### config.mk
export PLATFORM = sky130hd
export DESIGN_NAME = ex_mem_buf
export DESIGN_NICKNAME = d
export VERILOG_FILES = /design/src/rtl/core_pkg.sv /design/src/rtl/skid_reg.sv /design/src/rtl/ex_mem_buf.sv
export SDC_FILE = /design/constraint.sdc
export NUM_CORES = 1
export LEC_CHECK = 0
export CAP_MARGIN = 20
export CORE_ASPECT_RATIO = 1.25
export CORE_MARGIN = 2
export CORE_UTILIZATION = 46
export DETAILED_ROUTE_END_ITERATION = 6
export PLACE_DENSITY = 0.8
export SYNTH_ARGS = -nofsm -noshare
export SYNTH_HDL_FRONTEND = slang
export SYNTH_SLANG_ARGS = --single-unit
### constraint.sdc
create_clock -name clk -period 1.35 [get_ports clk]
set_input_delay 0.3375 -clock clk [delete_from_list [all_inputs] [get_ports clk]]
set_output_delay 0.3375 -clock clk [all_outputs]
set_load 0.05 [all_outputs]
### src/rtl/core_pkg.sv
// Shared core definitions: register-file geometry, write-back packet and
// the EX/MEM buffer state encoding.
package core_pkg;

  localparam int unsigned REG_ADDR_W = 5;
  localparam int unsigned XLEN       = 32;

  typedef struct packed {
    logic [REG_ADDR_W-1:0] wd;
    logic                  wreg;
    logic [XLEN-1:0]       wdata;
  } wb_pkt_t;

  // Encoded as {skid_v, out_v}; 2'b10 is unreachable.
  typedef enum logic [1:0] {
    BUF_EMPTY = 2'b00,
    BUF_BUSY  = 2'b01,
    BUF_FULL  = 2'b11
  } buf_state_e;

endpackage

### src/rtl/skid_reg.sv
// Generic payload register with synchronous reset, clear and load.
// Clear takes priority over load.
module skid_reg #(
  parameter int unsigned W = 38
) (
  input  logic         clk,
  input  logic         rst,
  input  logic         clear_i,
  input  logic         load_i,
  input  logic [W-1:0] d_i,
  output logic [W-1:0] q_o
);

  logic [W-1:0] data_q;
  logic [W-1:0] data_d;

  always_comb begin
    data_d = data_q;
    if (clear_i)     data_d = '0;
    else if (load_i) data_d = d_i;
  end

  always_ff @(posedge clk) begin
    if (rst) data_q <= '0;
    else     data_q <= data_d;
  end

  assign q_o = data_q;

endmodule

### src/rtl/ex_mem_buf.sv
// EX/MEM pipeline boundary: 2-entry skid buffer with registered ex_ready_o
// and synchronous flush. Define EX_MEM_FWD_EN to add the forwarding outputs.
module ex_mem_buf
  import core_pkg::*;
#(
  parameter int unsigned DATA_W = XLEN,
  parameter int unsigned ADDR_W = REG_ADDR_W
) (
  input  logic              clk,
  input  logic              rst,
  input  logic              flush_i,
  input  logic              ex_valid_i,
  output logic              ex_ready_o,
  input  logic [ADDR_W-1:0] wd_i,
  input  logic              wreg_i,
  input  logic [DATA_W-1:0] wdata_i,
  output logic              mem_valid_o,
  input  logic              mem_ready_i,
  output logic [ADDR_W-1:0] wd_o,
  output logic              wreg_o,
`ifdef EX_MEM_FWD_EN
  output logic [ADDR_W-1:0] fwd_wd_o,
  output logic              fwd_wreg_o,
  output logic [DATA_W-1:0] fwd_wdata_o,
`endif
  output logic [DATA_W-1:0] wdata_o
);

  localparam int unsigned PW = ADDR_W + 1 + DATA_W;

  buf_state_e state_q, state_d;
  logic       ready_q, ready_d;
  logic       in_xfer, out_xfer;
  logic       out_load, out_from_skid, skid_load, slots_clear;
  logic [PW-1:0] in_pkt, out_pkt_d, out_q, skid_q;

  assign in_xfer  = ex_valid_i & ready_q;
  assign out_xfer = state_q[0] & mem_ready_i;
  assign in_pkt   = {wd_i, wreg_i, wdata_i};

  always_ff @(posedge clk) begin
    if (rst) begin
      state_q <= BUF_EMPTY;
      ready_q <= 1'b1;
    end else begin
      state_q <= state_d;
      ready_q <= ready_d;
    end
  end

  always_comb begin
    state_d = state_q;
    if (flush_i) begin
      state_d = BUF_EMPTY;
    end else begin
      unique case (state_q)
        BUF_EMPTY: if (in_xfer) state_d = BUF_BUSY;
        BUF_BUSY: begin
          if (in_xfer && !out_xfer)      state_d = BUF_FULL;
          else if (!in_xfer && out_xfer) state_d = BUF_EMPTY;
        end
        BUF_FULL:  if (out_xfer) state_d = BUF_BUSY;
        default:   state_d = BUF_EMPTY;
      endcase
    end
    ready_d = (state_d != BUF_FULL);
  end

  // Flush wipes both slots; the loads are gated so a dropped input never lands.
  always_comb begin
    out_load      = 1'b0;
    out_from_skid = 1'b0;
    skid_load     = 1'b0;
    slots_clear   = flush_i;
    if (!flush_i) begin
      unique case (state_q)
        BUF_EMPTY: out_load = in_xfer;
        BUF_BUSY: begin
          out_load  = in_xfer & out_xfer;
          skid_load = in_xfer & ~out_xfer;
        end
        BUF_FULL: begin
          out_load      = out_xfer;
          out_from_skid = out_xfer;
        end
        default: ;
      endcase
    end
  end

  assign out_pkt_d = out_from_skid ? skid_q : in_pkt;

  skid_reg #(.W(PW)) u_out_slot (
    .clk     (clk),
    .rst     (rst),
    .clear_i (slots_clear),
    .load_i  (out_load),
    .d_i     (out_pkt_d),
    .q_o     (out_q)
  );

  skid_reg #(.W(PW)) u_skid_slot (
    .clk     (clk),
    .rst     (rst),
    .clear_i (slots_clear | out_from_skid),
    .load_i  (skid_load),
    .d_i     (in_pkt),
    .q_o     (skid_q)
  );

  assign ex_ready_o  = ready_q;
  assign mem_valid_o = state_q[0];
  assign wd_o        = out_q[PW-1 -: ADDR_W];
  assign wreg_o      = state_q[0] & out_q[DATA_W];
  assign wdata_o     = out_q[DATA_W-1:0];

`ifdef EX_MEM_FWD_EN
  logic [PW-1:0] young_pkt;

  assign young_pkt   = state_q[1] ? skid_q : out_q;
  assign fwd_wd_o    = young_pkt[PW-1 -: ADDR_W];
  assign fwd_wdata_o = young_pkt[DATA_W-1:0];
  assign fwd_wreg_o  = state_q[0] & young_pkt[DATA_W] & (young_pkt[PW-1 -: ADDR_W] != '0);
`endif

endmodule

======== Word-level counts from Yosys, hierarchy flattened ========
Index checks and enable logic that the tools add are counted.
storage, ports and cells
  logic and storage cells ................. 34
  input port bits ......................... 43
  flip-flop bits (word level) ............. 79
cells by class
  equality and inequality tests ........... 3
  mux-type cells .......................... 13
  bitwise logic cells ..................... 7
  reduce and logical (&&, ||, !) cells .... 7
operators with widths
  operator                                                               number
  38-bit two-way mux                                                     1
  2-bit two-way mux                                                      5
  2-bit one-hot mux with 3 select lines                                  1
  1-bit AND                                                              5
  1-bit two-way mux                                                      5
  2-bit OR reduction                                                     2
  1-bit one-hot mux with 3 select lines                                  1
  2-bit by 1-bit equality test with 1-bit output, second input constant  1
  2-bit equality test, second input constant                             1
  1-bit logical AND                                                      2
  1-bit zero test                                                        2
  2-bit zero test                                                        1
  2-bit != test, second input constant                                   1
  1-bit NOT                                                              1
  1-bit bitwise OR                                                       1

======== Longest topological paths before layout ========
  depth after elaboration ................. 8
  mapped depth ............................ 6

======== Hierarchy ========
Synthesis repeated with hierarchy kept, for this count alone.
unflattened totals
  cell total of the unflattened synthesis .. 306
  area, all modules ....................... 3429.5 um^2
by module, submodules not included
  module      times used  cells each  area each (um^2)
  skid_reg    2           123         1366.3
  ex_mem_buf  1           60          696.9

======== Worst setup path after synthesis ========
No wires, ideal clock.
  path kind ............................... reg-to-reg
  start ................................... register state_q[0]
  end ..................................... register u_skid_slot.data_q[18] (netlist: u_skid_slot.q_o[18])
  setup slack ............................. -0.345 ns
  cell stages (with the launch flop) ...... 6
  library setup time ...................... 0.118 ns
  data required time ...................... 1.232 ns
  arrival time ............................ 1.578 ns
  path through ............................ dfxtp_1 > or3b_1 > buf_2 > buf_6 > o21ai_1 > a21oi_1
on the way
  cells in the longest elaborated chain, start to end .. 5
  elaborated cells on any way between the ends .. 11
RTL lines
  item                                                                      line                                 text
  from (decl)                                                               ex_mem_buf.sv:31                     buf_state_e state_q, state_d;
  from (signal assigned)                                                    ex_mem_buf.sv:46                     state_q <= state_d;
  2-bit equality test or 1-bit AND (tied branches)                          ex_mem_buf.sv:76, ex_mem_buf.sv:38
  1-bit two-way mux or 1-bit NOT (tied branches)                            ex_mem_buf.sv:76, ex_mem_buf.sv:80
  1-bit two-way mux or 1-bit AND (tied branches)                            ex_mem_buf.sv:75, ex_mem_buf.sv:80
  1-bit bitwise OR or 1-bit two-way mux (tied branches)                     ex_mem_buf.sv:105, ex_mem_buf.sv:76
  2-bit OR reduction (no source line) or 1-bit two-way mux (tied branches)  -
  to (signal assigned)                                                      skid_reg.sv:25                       else data_q <= data_d;
  to (decl)                                                                 skid_reg.sv:14                       logic [W-1:0] data_q;
Parallel ways exist; a longest one is shown, timed or not.
A chain may end at the register's enable or synchronous reset.

======== Worst setup path in the final report ========
  start ................................... register state_q[0]
  end ..................................... register u_skid_slot.data_q[3] (netlist: u_skid_slot.q_o[3])
The elaborated chain is that of the path after synthesis.

==> qor.yml <==
outcome: "complete, but fails checks"
violations: "negative setup slack"
synth_seq_area_share: 0.4139
die-area_um2: 9057
setup_slack_ps: -162.3
synthFlopType: "dfxtp_1"
nets: 544
final_max_slew_viol_count: 0
drc: 0
timing.fmax_mhz: 661.3
drv_cap: 0
clk_latency_ps: 350
cp.arrival_ps: 1800
synth_area_um2: 3821
clockBufferDepth: 2
wl_per_cell_um: 20.32
path_class: "register to register"
final_area_um2: 5640
synth_top_area_cell: "dfxtp_1"
yosys-top-cells-count: "79 x dfxtp_1, 77 x nand2_1, 46 x buf_4"
synth-seq-cells: 79
dp_hpwl_um: 7044
synth_cells: 450
ys_warn_count: 0
synthXorXnorAreaFrac: 0
fin_worst_skew_ps: 11.31
rows: 37
setup_tns_ps: -4759
io_pins: 83
viasPerCell: 6.388
syn_to_final_growth_pct: 47.61
clk_pin_slew_ps: 80
start_util: 0.4690
die_h_um: 105.9
synth_area_leaders: "dfxtp_1 41%, buf_4 9.0%, a311oi_2 7.9%"
routabilityCongestion: 0.8286
startpoint_type: "register"
synth_simple_gate_area_frac: 0.1509
firstDrtPassIters: 6
diodes: 0
synthMuxAreaShare: 0
coreArea_um2: 8148
grt_overflow: 0
antenna_found_initial: 0
cts_buffers: 9
ir_worst_vdd_mv: 0.6903
synthAdderAreaFrac: 0
fin_util: 0.6923
synth_top_family_by_area: "compound AO/OA/AOI/OAI gates"
power_leakage_nw: 1.910
period_needed_ps: 1512
wl_um: 12250
syn_avg_cell_area_um2: 8.491
grt_pass1_wl_um: 18020
htreeDepth: 3
yosysUniqueCellTypes: 29
cts_tree: "done"
cp_max_fo: 8
portBuffers: 82
dr.first_iter.drc_count: 367
slew_headroom: 0.7229
synthMostInstantiatedCell: "dfxtp_1"
required_ps: 1640
dpl-instance-area_um2: 4932
grtUsageTotal: 0.2470
synth_compound_area_frac: 0.2885
setup_viol: 56
grt_pass1_vias: 3635
hold_viol_final: 0
postRouteAntennaNets: 0
root_buffer: "clkbuf_8"
power.density_nw_per_um2: 932.8
die-width_um: 85.52
worst_slew_pin_slew_ps: 415.6
drive_gt1_frac: 0.3814
via_count: 3852
grt_max_degree: 39
min_path_type: "input pin to register"
synth_nets: 493
endpoint_kind: "register"
synth-edff-count: 0
async_flop_share: 0
finalCritPeriodShare: 1.120
cts_sinks: 79
synthDominantCellAreaShare: 0.4139
rsz0062_at_grt: "true"
==> worst paths after layout <==
check	from	end	slack, ps	cells after the start
worst min-delay path	rst	state_q[1]	380	2
worst min register to register	u_skid_slot.q_o[23]	u_out_slot.q_o[23]	480	2
worst max-delay path	state_q[0]	u_skid_slot.q_o[3]	-160	6
worst max register to register	state_q[0]	u_skid_slot.q_o[3]	-160	6
==> sequential cells by signal, summed over array words and instances, names as in the netlist <==
register         cells
ex_ready_o           1
state_q              2
u_skid_slot.q_o     38
u_out_slot.q_o      38
==> cell usage in the layout (no fill, tap or decap), types with 2 or more instances in the layout <==
cell type	n
dlygate4sd2_1	4
buf_4	17
a31oi_1	38
nand2b_2	2
nand2_2	5
nand3_2	10
o21ai_1	30
nand2_4	4
a311oi_2	31
buf_8	2
buf_12	45
a21oi_1	17
clkbuf_8	10
a21oi_2	22
o21ai_0	8
nand2_1	68
dfxtp_1	76
clkbuf_16	2
a311oi_1	7
clkinv_4	2
buf_6	16
nand3_4	6
nand3_1	22
clkinvlp_4	3
buf_2	2
clkdlybuf4s50_1	38
or2_2	2
dfxtp_4	2
==> metal layers <==
layer,up-vias,share of wire,wire length [µm],GRT usage
met5,-,0,0,0
met4,0,0.045,547,0.1190
met3,54,0.072,881,0.03028
met2,268,0.51,6284,0.4258
met1,1827,0.37,4539,0.3020
li1,1703,-,-,-
==> cells by family (layout without fill, tap and decap cells) <==
family | count (synthesis) | count (layout)
and+or+nand+nor | 128 | 128
AOI/OAI and AO/OA | 156 | 156
DFF | 79 | 79
buffers and inverters | 87 | 143
==> repair_timing <==
item                       in CTS  in global routing
resized for setup              30                 87
pin swaps                       4                 35
gates cloned                    6                  1
setup endpoints to repair      79                 79
setup buffers                   3                  0
hold buffers                    0                  0
==> power breakdown <==
group | total [mW] | internal [mW] | leakage [nW] | switching, mW
Combinational | 1.05 | 0.481 | 1.17 | 0.570
Sequential | 2.45 | 2.38 | 0.643 | 0.0662
Clock | 1.76 | 0.837 | 0.0929 | 0.924
Total | 5.26 | 3.70 | 1.91 | 1.56
==> stage by stage <==
stage,power [mW],hold slack (ps),setup WS (ps),cells
4_1_cts,5.157,347.6,-38.30,602
3_3_place_gp,3.424,457.4,-480.7,577
2_1_floorplan,3.023,409.9,-41.74,450
6_report,5.261,383.5,-162.3,603
3_5_place_dp,3.442,467.5,-557.6,577
5_1_grt,5.412,379.8,-210.3,603
==> final cells by class <==
type                            instances  area, µm²
Sequential cell                        79       1590
Clock buffer                           11      162.7
Clock inverter                          5      40.04
Inverter                                1      3.754
Timing Repair Buffer                  126       1697
Fill cell                             535       2507
Multi-Input combinational cell        284       2026
Tap cell                               97      121.4
==> critical path, stage by stage (launching register included) <==
cell     delay, ps
dfxtp_4        410
buf_6          140
nor3b_4        280
buf_6          190
buf_6          150
nand3_1        130
a21oi_2        140
No activity file was read; power rests on OpenSTA's default activity.
